File: src/rtl/axi4_stream_arbiter.sv
// axi4_stream_arbiter: packet-granular round-robin AXI4-Stream arbiter.
// A grant locks from the first beat until tlast is accepted downstream.
module axi4_stream_arbiter #(
  parameter int NUM_PORTS  = 4,
  parameter int ID_WIDTH   = 8,
  parameter int DEST_WIDTH = 8,
  parameter int DATA_WIDTH = 64,
  parameter int USER_WIDTH = 64,
  parameter int IDX_WIDTH  = $clog2(NUM_PORTS)
) (
  input  logic                               aclk,
  input  logic                               areset,
  input  logic [NUM_PORTS-1:0]               port_en,
  input  logic [NUM_PORTS-1:0]               s_tvalid,
  output logic [NUM_PORTS-1:0]               s_tready,
  input  logic [NUM_PORTS*DATA_WIDTH-1:0]    s_tdata,
  input  logic [NUM_PORTS*(DATA_WIDTH/8)-1:0] s_tstrb,
  input  logic [NUM_PORTS*(DATA_WIDTH/8)-1:0] s_tkeep,
  input  logic [NUM_PORTS-1:0]               s_tlast,
  input  logic [NUM_PORTS*ID_WIDTH-1:0]      s_tid,
  input  logic [NUM_PORTS*DEST_WIDTH-1:0]    s_tdest,
  input  logic [NUM_PORTS*USER_WIDTH-1:0]    s_tuser,
  output logic                               m_tvalid,
  input  logic                               m_tready,
  output logic [DATA_WIDTH-1:0]              m_tdata,
  output logic [DATA_WIDTH/8-1:0]            m_tstrb,
  output logic [DATA_WIDTH/8-1:0]            m_tkeep,
  output logic                               m_tlast,
  output logic [ID_WIDTH-1:0]                m_tid,
  output logic [DEST_WIDTH-1:0]              m_tdest,
  output logic [USER_WIDTH-1:0]              m_tuser,
  output logic                               grant_valid,
  output logic [IDX_WIDTH-1:0]               grant_idx
);

  localparam int KW = DATA_WIDTH / 8;

  typedef enum logic {IDLE, LOCKED} state_t;

  state_t               state_q, state_d;
  logic [IDX_WIDTH-1:0] rr_ptr_q, rr_ptr_d;
  logic [IDX_WIDTH-1:0] grant_q, grant_d;
  logic [IDX_WIDTH-1:0] pick;
  logic [NUM_PORTS-1:0] req;
  logic                 locked;
  int                   gi;

  function automatic logic [IDX_WIDTH-1:0] wrap_idx(
    input logic [IDX_WIDTH-1:0] base,
    input int                   off
  );
    int s;
    s = int'(base) + off;
    if (s >= NUM_PORTS) s = s - NUM_PORTS;
    return IDX_WIDTH'(s);
  endfunction

  assign req    = s_tvalid & port_en;
  assign locked = (state_q == LOCKED);
  assign gi     = int'(grant_q);

  // Descending scan: the last hit written is the nearest one from rr_ptr.
  always_comb begin
    pick = rr_ptr_q;
    for (int i = NUM_PORTS - 1; i >= 0; i--) begin
      if (req[wrap_idx(rr_ptr_q, i)]) pick = wrap_idx(rr_ptr_q, i);
    end
  end

  assign m_tdata  = s_tdata[gi*DATA_WIDTH +: DATA_WIDTH];
  assign m_tstrb  = s_tstrb[gi*KW +: KW];
  assign m_tkeep  = s_tkeep[gi*KW +: KW];
  assign m_tlast  = s_tlast[grant_q];
  assign m_tid    = s_tid[gi*ID_WIDTH +: ID_WIDTH];
  assign m_tdest  = s_tdest[gi*DEST_WIDTH +: DEST_WIDTH];
  assign m_tuser  = s_tuser[gi*USER_WIDTH +: USER_WIDTH];
  assign m_tvalid = locked & s_tvalid[grant_q];

  always_comb begin
    s_tready = '0;
    if (locked) s_tready[grant_q] = m_tready;
  end

  always_comb begin
    state_d  = state_q;
    rr_ptr_d = rr_ptr_q;
    grant_d  = grant_q;
    unique case (state_q)
      IDLE: begin
        if (|req) begin
          state_d = LOCKED;
          grant_d = pick;
        end
      end
      LOCKED: begin
        if (m_tvalid && m_tready && m_tlast) begin
          state_d  = IDLE;
          rr_ptr_d = (grant_q == IDX_WIDTH'(NUM_PORTS - 1)) ?
                     '0 : grant_q + 1'b1;
        end
      end
    endcase
  end

  always_ff @(posedge aclk) begin
    if (areset) begin
      state_q  <= IDLE;
      rr_ptr_q <= '0;
      grant_q  <= '0;
    end else begin
      state_q  <= state_d;
      rr_ptr_q <= rr_ptr_d;
      grant_q  <= grant_d;
    end
  end

  assign grant_valid = locked;
  assign grant_idx   = grant_q;

endmodule

File: config.mk
export PLATFORM = sky130hd
export DESIGN_NAME = axi4_stream_arbiter
export DESIGN_NICKNAME = d
export VERILOG_FILES = /design/src/rtl/axi4_stream_arbiter.sv
export SDC_FILE = /design/constraint.sdc
export NUM_CORES = 1
export LEC_CHECK = 0
export BUFFER_PORTS_ARGS = -buffer_cell sky130_fd_sc_hd__buf_2
export CAP_MARGIN = 20
export CORE_AREA = 4 4 321 323
export DETAILED_ROUTE_END_ITERATION = 6
export DIE_AREA = 0 0 325 327
export SKIP_LAST_GASP = 1
export SYNTH_ARGS = -nofsm -noshare
export SYNTH_HDL_FRONTEND = slang
export SYNTH_SLANG_ARGS = --single-unit
File: constraint.sdc
create_clock -name aclk -period 3.8 [get_ports aclk]
set_input_delay 0.38 -clock aclk [delete_from_list [all_inputs] [get_ports aclk]]
set_output_delay 0.38 -clock aclk [all_outputs]
set_load 0.03 [all_outputs]
==> results of run 1 <==
-- report_power, final --
| group | total (uW) | internal (uW) | switching, uW |
|---|---|---|---|
| Clock | 171 | 139 | 32.3 |
| Combinational | 1980 | 780 | 1200 |
| Sequential | 87.7 | 56.9 | 30.8 |
| Total | 2240 | 976 | 1260 |
-- critical path: cells and delay by family (launching register included) --
| family | cells | cell delay, ps |
|---|---|---|
| buffers and inverters | 3 | 830 |
| flip-flops | 1 | 600 |
| multiplexers | 1 | 620 |
-- cells in the mapped netlist, types with 2 or more instances --
| master | instances | area share (%) |
|---|---|---|
| mux4_2 | 162 | 87 |
| clkbuf_1 | 13 | 1.2 |
| buf_2 | 11 | 1.3 |
| buf_4 | 9 | 1.6 |
| nand2_1 | 8 | 0.71 |
| dfxtp_1 | 5 | 2.4 |
| a21oi_1 | 4 | 0.48 |
| and3_1 | 4 | 0.59 |
| ha_1 | 4 | 1.2 |
| and2_1 | 3 | 0.45 |
| buf_1 | 3 | 0.27 |
| inv_1 | 3 | 0.27 |
| o22ai_1 | 2 | 0.30 |
-- registers in the layout, summed over array words and instances, names as in the netlist --
register	cells
grant_valid	1
grant_idx	2
rr_ptr_q	2
-- logic make-up after synthesis --
kind of cell               Yosys count  share of synthesized area [%]
DFF                                  5                           2.38
AOI/OAI and AO/OA                   14                           2.29
adders and majority gates            4                           1.19
and+or+nand+nor                     20                           2.59
buffers and inverters               39                           4.61
muxes                              163                           86.9
-- layer usage --
layer  vias up  global-route usage (%)  part of all wire, %
li1       2865                       -                    -
met1      3645                    9.51                   29
met2       636                    20.5                   52
met3       126                    6.43                   15
met4        10                    2.47                  3.7
met5         -                       0                0.099
-- final timing paths --
kind | start | to | slack (ps) | cells past startpoint
setup reg to reg | grant_idx[0] | rr_ptr_q[1] | 1630 | 5
hold / removal | areset | rr_ptr_q[0] | 390 | 2
hold reg to reg | rr_ptr_q[0] | rr_ptr_q[0] | 510 | 2
setup / recovery | grant_idx[0] | m_tuser[49] | 1030 | 4
-- final cells by class --
class                   instances  area (um^2)  share of cell area [%]
clock buffers                   4         78.8                   0.781
inverters                       3         11.3                   0.112
diodes                         17         42.5                   0.422
well taps                    1298         1620                    16.1
repair buffers                842         4310                    42.7
multi-input cells             201         3910                    38.8
flip-flops and latches          5          108                    1.07
-- through the flow --
step           instances  utilization [%]  worst slack (ps)
2_1_floorplan        245                -              1570
3_3_place_gp        2349             9.98              1180
3_5_place_dp        2349             9.98              1160
4_1_cts             2353             10.1               913
5_1_grt             2367             10.1               840
6_report            2370             10.1              1030
==> results.md, run 1 <==
* Status: finished, final reports clean
* Net count, final at 1715
* PwrDens at 222 nW/um^2
* H-Tree Depth at 1
* All-layer global routing usage at 10.7%
* Nature of the critical path endpoint: output pin
* DP Area at 9970 um^2
* Final Routed Wirelength at 60900 um
* Syn avg cell area at 17.2 um^2
* Clock transition at the registers of the reported paths at 30 ps
* Fin. Hold Viols at 0
* Layout Area Growth over Synthesis at 140%
* First-pass GRT wire length at 75400 um
* Number of library cell types mapped by synthesis at 27
* Initial core utilization at 4.21%
* RePlAce Congestion at 1.03
* Critical Path Max Stage Delay at 620 ps
* TritonCTS Sinks at 5
* Setup TNS at 0 ps
* Vias per cell at 3.07
* Hold buffers post-CTS at 0
* Critical Path AT at 2390 ps
* Die Ht at 327 um
* RSZ-0062 raised after global routing: false
* Number of I/O pins at 824
* Worst IR Drop VDD at 0.0791 mV
* Total gr overflow at 0
* Hold_ws at 387 ps
* Slew Limit Fails at 0
* Vias in the first global route at 7772
* CTS root buf: clkbuf_16
* Leak at 0.00443 uW
* Tcrit/Tclk final at 72.9%
* Mapped Area at 4210 um^2
* CP Max Fanout at 45
* Worst path required time at 3420 ps
* Slew @ Worst Pin at 547 ps
* Final Setup Violations at 0
* CTS Buffer Depth at 2
* TritonRoute pass-1 iters at 5
* Post-DP HPWL at 57800 um
* DR DRC count at 0
* Max frequency at 361 MHz
* Die area at 106000 um^2
* Async SR Flop Fraction at 0%
* Post-CTS sizing at 0
* Share of layout cells above drive strength 1 at 95.7%
* Crit-path cells: buf_12 -> buf_4 -> mux4_2 -> buf_2
* Post-CTS Setup Inserts at 0
* Post-Syn Nets at 904
* Crit path kind: reg2out
* Maxcap violations at 0
* Die W at 325 um
* Largest net degree at the start of global routing at 57
* Top FF cell, synth: dfxtp_1
* Commonest non-fill, non-tap cell in the layout: buf_2
* DR iter-0 viols at 416
* Num rows at 116
* Min Tclk post-route at 2770 ps
* Antenna violations before repair at 69
* PortBufs at 823
* Via count at 7282
* Crit start category: flip-flop
* Final ANT Viol Nets at 0
* Tightest Hold Check Type: in2reg
* Max_slew headroom at 63.5%
* CTS tree: yes
* Post-synthesis sequential area ratio at 2.38%
* Final design instance area without fill at 10100 um^2
* Total CTS buffers at 3
* Post-synth EDFFs at 0
* Wire per inst at 25.7 um
* Final Total Pwr at 2240 uW
* Post-synthesis sequential element count at 5
* Clk_skew at 1.28 ps
* Mapped Cells at 245
* Worst-skew pair later-pin latency at 220 ps
* Crit-path slowest cell: mux4_2
* Fill cell count at 11600
* Commonest non-fill, non-tap cells in the layout: buf_2 (823), mux4_2 (162), buf_4 (15), nand2_1 (8)
* Synth warnings at 0
* Core ar. at 99900 um^2
No activity file was read; power rests on OpenSTA's default activity.
==> run 2: changes to the inputs <==
Settings changed: ABC_AREA from default to 1, CORE_AREA 4 4 321 323 to 4 4 322 324, DIE_AREA 0 0 325 327 to 0 0 326 328.
Clock period 3.8 ns to 2.67 ns, I/O delays scaled along.
==> results.md, run 2 <==
* Die Ht at 328 um
* Commonest cells post-synth: nor2_1 (327), o21ai_0 (283), o22ai_1 (160)
* Final design instance area without fill at 11400 um^2
* TritonRoute pass-1 iters at 7
* Syn avg cell area at 4.86 um^2
* Synth warnings at 0
* Tightest Hold Check Type: in2reg
* Number of I/O pins at 824
* GRT met1 Usage at 11.1%
* Bufs and invs on worst path at 4
* Max frequency at 408 MHz
* All-layer global routing usage at 9.86%
* Tcrit/Tclk final at 91.9%
* Post-DP HPWL at 51300 um
* Post-synthesis sequential area ratio at 2.04%
* Largest net degree at the start of global routing at 68
* Nature of the critical path endpoint: output pin
* Final Setup Violations at 0
* Status: finished, final reports clean
* DR DRC count at 0
* Hold buffers post-CTS at 0
* Vias in the first global route at 10400
* Setup TNS at 0 ps
* Slew @ Worst Pin at 572 ps
* Share of layout cells above drive strength 1 at 50.0%
* Vias per cell at 3.47
* Top cell by count, worst path: buf_12
* Post-synthesis sequential element count at 5
* Worst path required time at 2400 ps
* DP Area at 11300 um^2
* PwrDens at 454 nW/um^2
* RSZ-0062 raised after global routing: false
* Fill cell count at 12000
* Slew Limit Fails at 0
* Most frequent cell after synthesis: nor2_1
* Maxcap violations at 0
* Total gr overflow at 0
* Total CTS buffers at 3
* Top delay family on crit path: buffers and inverters
* CTS root buf: clkbuf_16
* Reg2Reg Depth at 9
* Crit-path cells: inv_6 -> buf_12 -> buf_4 -> o21ai_0 -> o22ai_1 -> buf_12
* Layout Area Growth over Synthesis at 132%
* Crit start category: flip-flop
* RePlAce Congestion at 0.982
* Clock transition at the registers of the reported paths at 40 ps
* Crit path kind: reg2out
* Post-synth top area share at 28.8%
* Hold Crit Depth at 2
* Fin. Hold Viols at 0
* CTS tree: yes
* Critical Path AT at 2190 ps
* Min Tclk post-route at 2450 ps
* Crit path depth at 6
* Async SR Flop Fraction at 0%
* Synth area leader: o21ai_0
* Die W at 326 um
* Critical Path Max Stage Delay at 440 ps
* GR Layer Usage met3 at 4.79%
* Commonest non-fill, non-tap cells in the layout: buf_2 (783), nor2_1 (327), o21ai_0 (283), o22ai_1 (160), buf_12 (51)
* Num rows at 117
* Final Routed Wirelength at 58100 um
* Clk_skew at 4.26 ps
* H-Tree Depth at 1
* Largest cells by area after synthesis: o21ai_0 (29%), nor2_1 (25%), o22ai_1 (20%), clkbuf_1 (4.4%), o21ai_1 (4.4%)
* TritonCTS Sinks at 5
* DR iter-0 viols at 866
* Most Crowded Layer GR: met2
* Post-CTS Setup Inserts at 0
* Crit-path slowest cell: dfxtp_4
* Mapped Area at 4920 um^2
* Core ar. at 101000 um^2
* Worst-skew pair later-pin latency at 230 ps
* Initial core utilization at 4.86%
* Final ANT Viol Nets at 0
* PortBufs at 823
* Wire per inst at 18.4 um
* Die area at 107000 um^2
* CP Max Fanout at 33
* Post-synth EDFFs at 0
* Number of library cell types mapped by synthesis at 25
* Met2 usage at 17.3%
* Top FF cell, synth: dfxtp_1
* First-pass GRT wire length at 76100 um
* Post-Syn Nets at 1671
* CTS Buffer Depth at 2
* Antenna violations before repair at 22
* Mapped Cells at 1012
* Post-CTS sizing at 0
* Hold_ws at 267 ps
* Via count at 11000
* Max_slew headroom at 61.5%
* Leak at 0.00536 uW
* Commonest non-fill, non-tap cell in the layout: buf_2
* Net count, final at 2437
* Worst IR Drop VDD at 0.193 mV
==> run 2: cell types whose count changed in the layout (fill, tap and decap cells not counted), sizes merged, moves of 12 or more <==
cell,change
nand2,+38
inv,+12
o22ai,+158
buf,+27
mux4,-162
o21ai,+325
nor2,+327
==> run 2: cell type report <==
class                           instances  area [um^2]  share of cell area [%]
Multi-Input combinational cell        884         4230                    37.0
Clock inverter                          1         5.00                  0.0438
Timing Repair Buffer                  869         5200                    45.5
Tap cell                             1368         1710                    15.0
Clock buffer                            3         75.1                   0.657
Antenna cell                           12         30.0                   0.263
Inverter                               15         71.3                   0.624
Sequential cell                         5          108                   0.941
==> run 2: cell families after synthesis <==
kind of cell    count (synthesis)  share of synthesized area, %
fa+ha+maj                       4                          1.02
compound gates                494                          54.6
simple gates                  386                          30.4
flops                           5                          2.04
buf+inv                       123                          12.0
==> run 2: layer usage <==
| layer | share of wire [%] | wire length, um |
|---|---|---|
| met1 | 37 | 21200 |
| met2 | 48 | 28000 |
| met3 | 14 | 7970 |
| met4 | 1.5 | 854 |
| met5 | 0.038 | 22 |
==> run 2: metrics by stage <==
stage,cells,power [uW],setup WS (ps),utilization (%)
after floorplan,1012,2530,633,-
after global placement,3141,5050,401,11.2
after detailed placement,3141,5050,367,11.2
after CTS,3145,5330,123,11.3
after global routing,3150,5630,76.6,11.3
final,3157,5190,217,11.3
==> run 2: worst register-to-register path, cell delays in order (launching register included) <==
cell     delay [ps]
dfxtp_4         400
buf_12          230
buf_4           270
nand2_1          80
nand3_1         120
nand2_1          80
inv_2           110
nand3_4         100
a21oi_2         130
nor3_2           50
==> run 2: path summary, 6_finish.rpt <==
kind                startpoint          end  slack (ps)
setup / recovery  grant_idx[1]  m_tuser[16]         220
hold / removal          areset  rr_ptr_q[0]         270
setup reg to reg  grant_idx[0]  rr_ptr_q[0]        1000
hold reg to reg    grant_valid  grant_valid         540
==> run 2: power by group <==
part	total (uW)	internal [uW]	switching, uW
sequential	112	83.5	28.2
combinational	4820	1690	3130
clock	252	196	55.6
==> run 3: changes to the inputs <==
Settings changed: ABC_AREA 1 to default, CORE_AREA 4 4 322 324 to 4 4 314 316, DIE_AREA 0 0 326 328 to 0 0 318 320, SKIP_CTS_REPAIR_TIMING from default to 1.
==> results.md, run 3 (same netlist as run 1, synthesis figures left out) <==
* Min Tclk post-route at 2160 ps
* Via count at 6913
* Initial core utilization at 4.38%
* TritonRoute pass-1 iters at 4
* Final ANT Viol Nets at 0
* Vias in the first global route at 7331
* Share of layout cells above drive strength 1 at 95.7%
* Total CTS buffers at 3
* DR DRC count at 0
* PwrDens at 320 nW/um^2
* Final Total Pwr at 3210 uW
* DR iter-0 viols at 358
* CP Max Fanout at 30
* Commonest non-fill, non-tap cells in the layout: buf_2 (823), mux4_2 (162), nand2_1 (8), buf_12 (7)
* Critical Path AT at 1890 ps
* Setup TNS at 0 ps
* CTS tree: yes
* Max_slew headroom at 66.0%
* Clock transition at the registers of the reported paths at 40 ps
* Nature of the critical path endpoint: output pin
* Worst IR Drop VDD at 0.216 mV
* Crit path kind: reg2out
* Die W at 318 um
* Hold_ws at 294 ps
* Fill cell count at 11100
* Core ar. at 96000 um^2
* PortBufs at 823
* Largest net degree at the start of global routing at 67
* Antenna violations before repair at 46
* First-pass GRT wire length at 71500 um
* Vias per cell at 2.95
* RePlAce Congestion at 0.976
* Max frequency at 463 MHz
* Crit start category: flip-flop
* Hold Crit Depth at 2
* Worst setup slack after layout at 508 ps
* Number of I/O pins at 824
* Reg2Reg Depth at 5
* Worst-skew pair later-pin latency at 230 ps
* Total gr overflow at 0
* Die area at 102000 um^2
* Wire per inst at 24.7 um
* Tcrit/Tclk final at 81.0%
* Layout Area Growth over Synthesis at 139%
* All-layer global routing usage at 10.6%
* Slew Limit Fails at 0
* Fin. Hold Viols at 0
* Post-DP HPWL at 54800 um
* CTS Buffer Depth at 2
* Final Routed Wirelength at 57800 um
* Worst path required time at 2400 ps
* RSZ-0062 raised after global routing: false
* Clk_skew at 3.10 ps
* Num rows at 114
* Status: finished, final reports clean
* TritonCTS Sinks at 5
* Util after Layout at 10.5%
* Slew @ Worst Pin at 511 ps
* Leak at 0.00440 uW
* Maxcap violations at 0
* Net count, final at 1707
* H-Tree Depth at 1
* CTS root buf: clkbuf_16
* Commonest non-fill, non-tap cell in the layout: buf_2
* Tightest Hold Check Type: in2reg
* Pre-CTS WS at 668 ps
* Final Setup Violations at 0
* Die Ht at 320 um
-- run 3: power breakdown --
| group | switching (uW) | internal [uW] |
|---|---|---|
| logic | 1760 | 1110 |
| registers | 18.3 | 81.0 |
| clock network | 49.8 | 198 |
| total | 1830 | 1390 |
-- run 3: final timing paths --
check | from | end | slack (ps)
max reg2reg | grant_idx[0] | rr_ptr_q[1] | 760
min | areset | grant_valid | 290
max | grant_idx[0] | m_tdata[53] | 510
min reg2reg | rr_ptr_q[0] | rr_ptr_q[0] | 540
-- run 3: layer usage --
metal / wire (um) / GRT usage, % / vias to the layer above
li1: - / - / 2847
met1: 17900 / 10.4 / 3384
met2: 28100 / 18.4 / 576
met3: 10400 / 7.85 / 82
met4: 1150 / 1.60 / 24
met5: 149 / 0 / -
-- run 3: metrics by stage --
stage | std cells | cell area [um^2]
after global placement | 2319 | 9920
after floorplan | 245 | 4210
after detailed placement | 2319 | 9920
after global routing | 2329 | 10000
after CTS | 2323 | 10000
final | 2341 | 10000
-- run 3: final cells by class --
type | count | area [um^2] | area share, %
repair buffers | 834 | 4290 | 42.7
multi-input cells | 201 | 3910 | 39.0
well taps | 1276 | 1600 | 15.9
flip-flops and latches | 5 | 108 | 1.07
clock buffers | 4 | 78.8 | 0.785
diodes | 18 | 45.0 | 0.449
inverters | 3 | 11.3 | 0.112
-- run 3: worst max-delay path, cell delays in order, from the launching register on --
cell     delay [ps]
dfxtp_4         380
buf_12          210
buf_12          260
mux4_2          560
buf_2           200
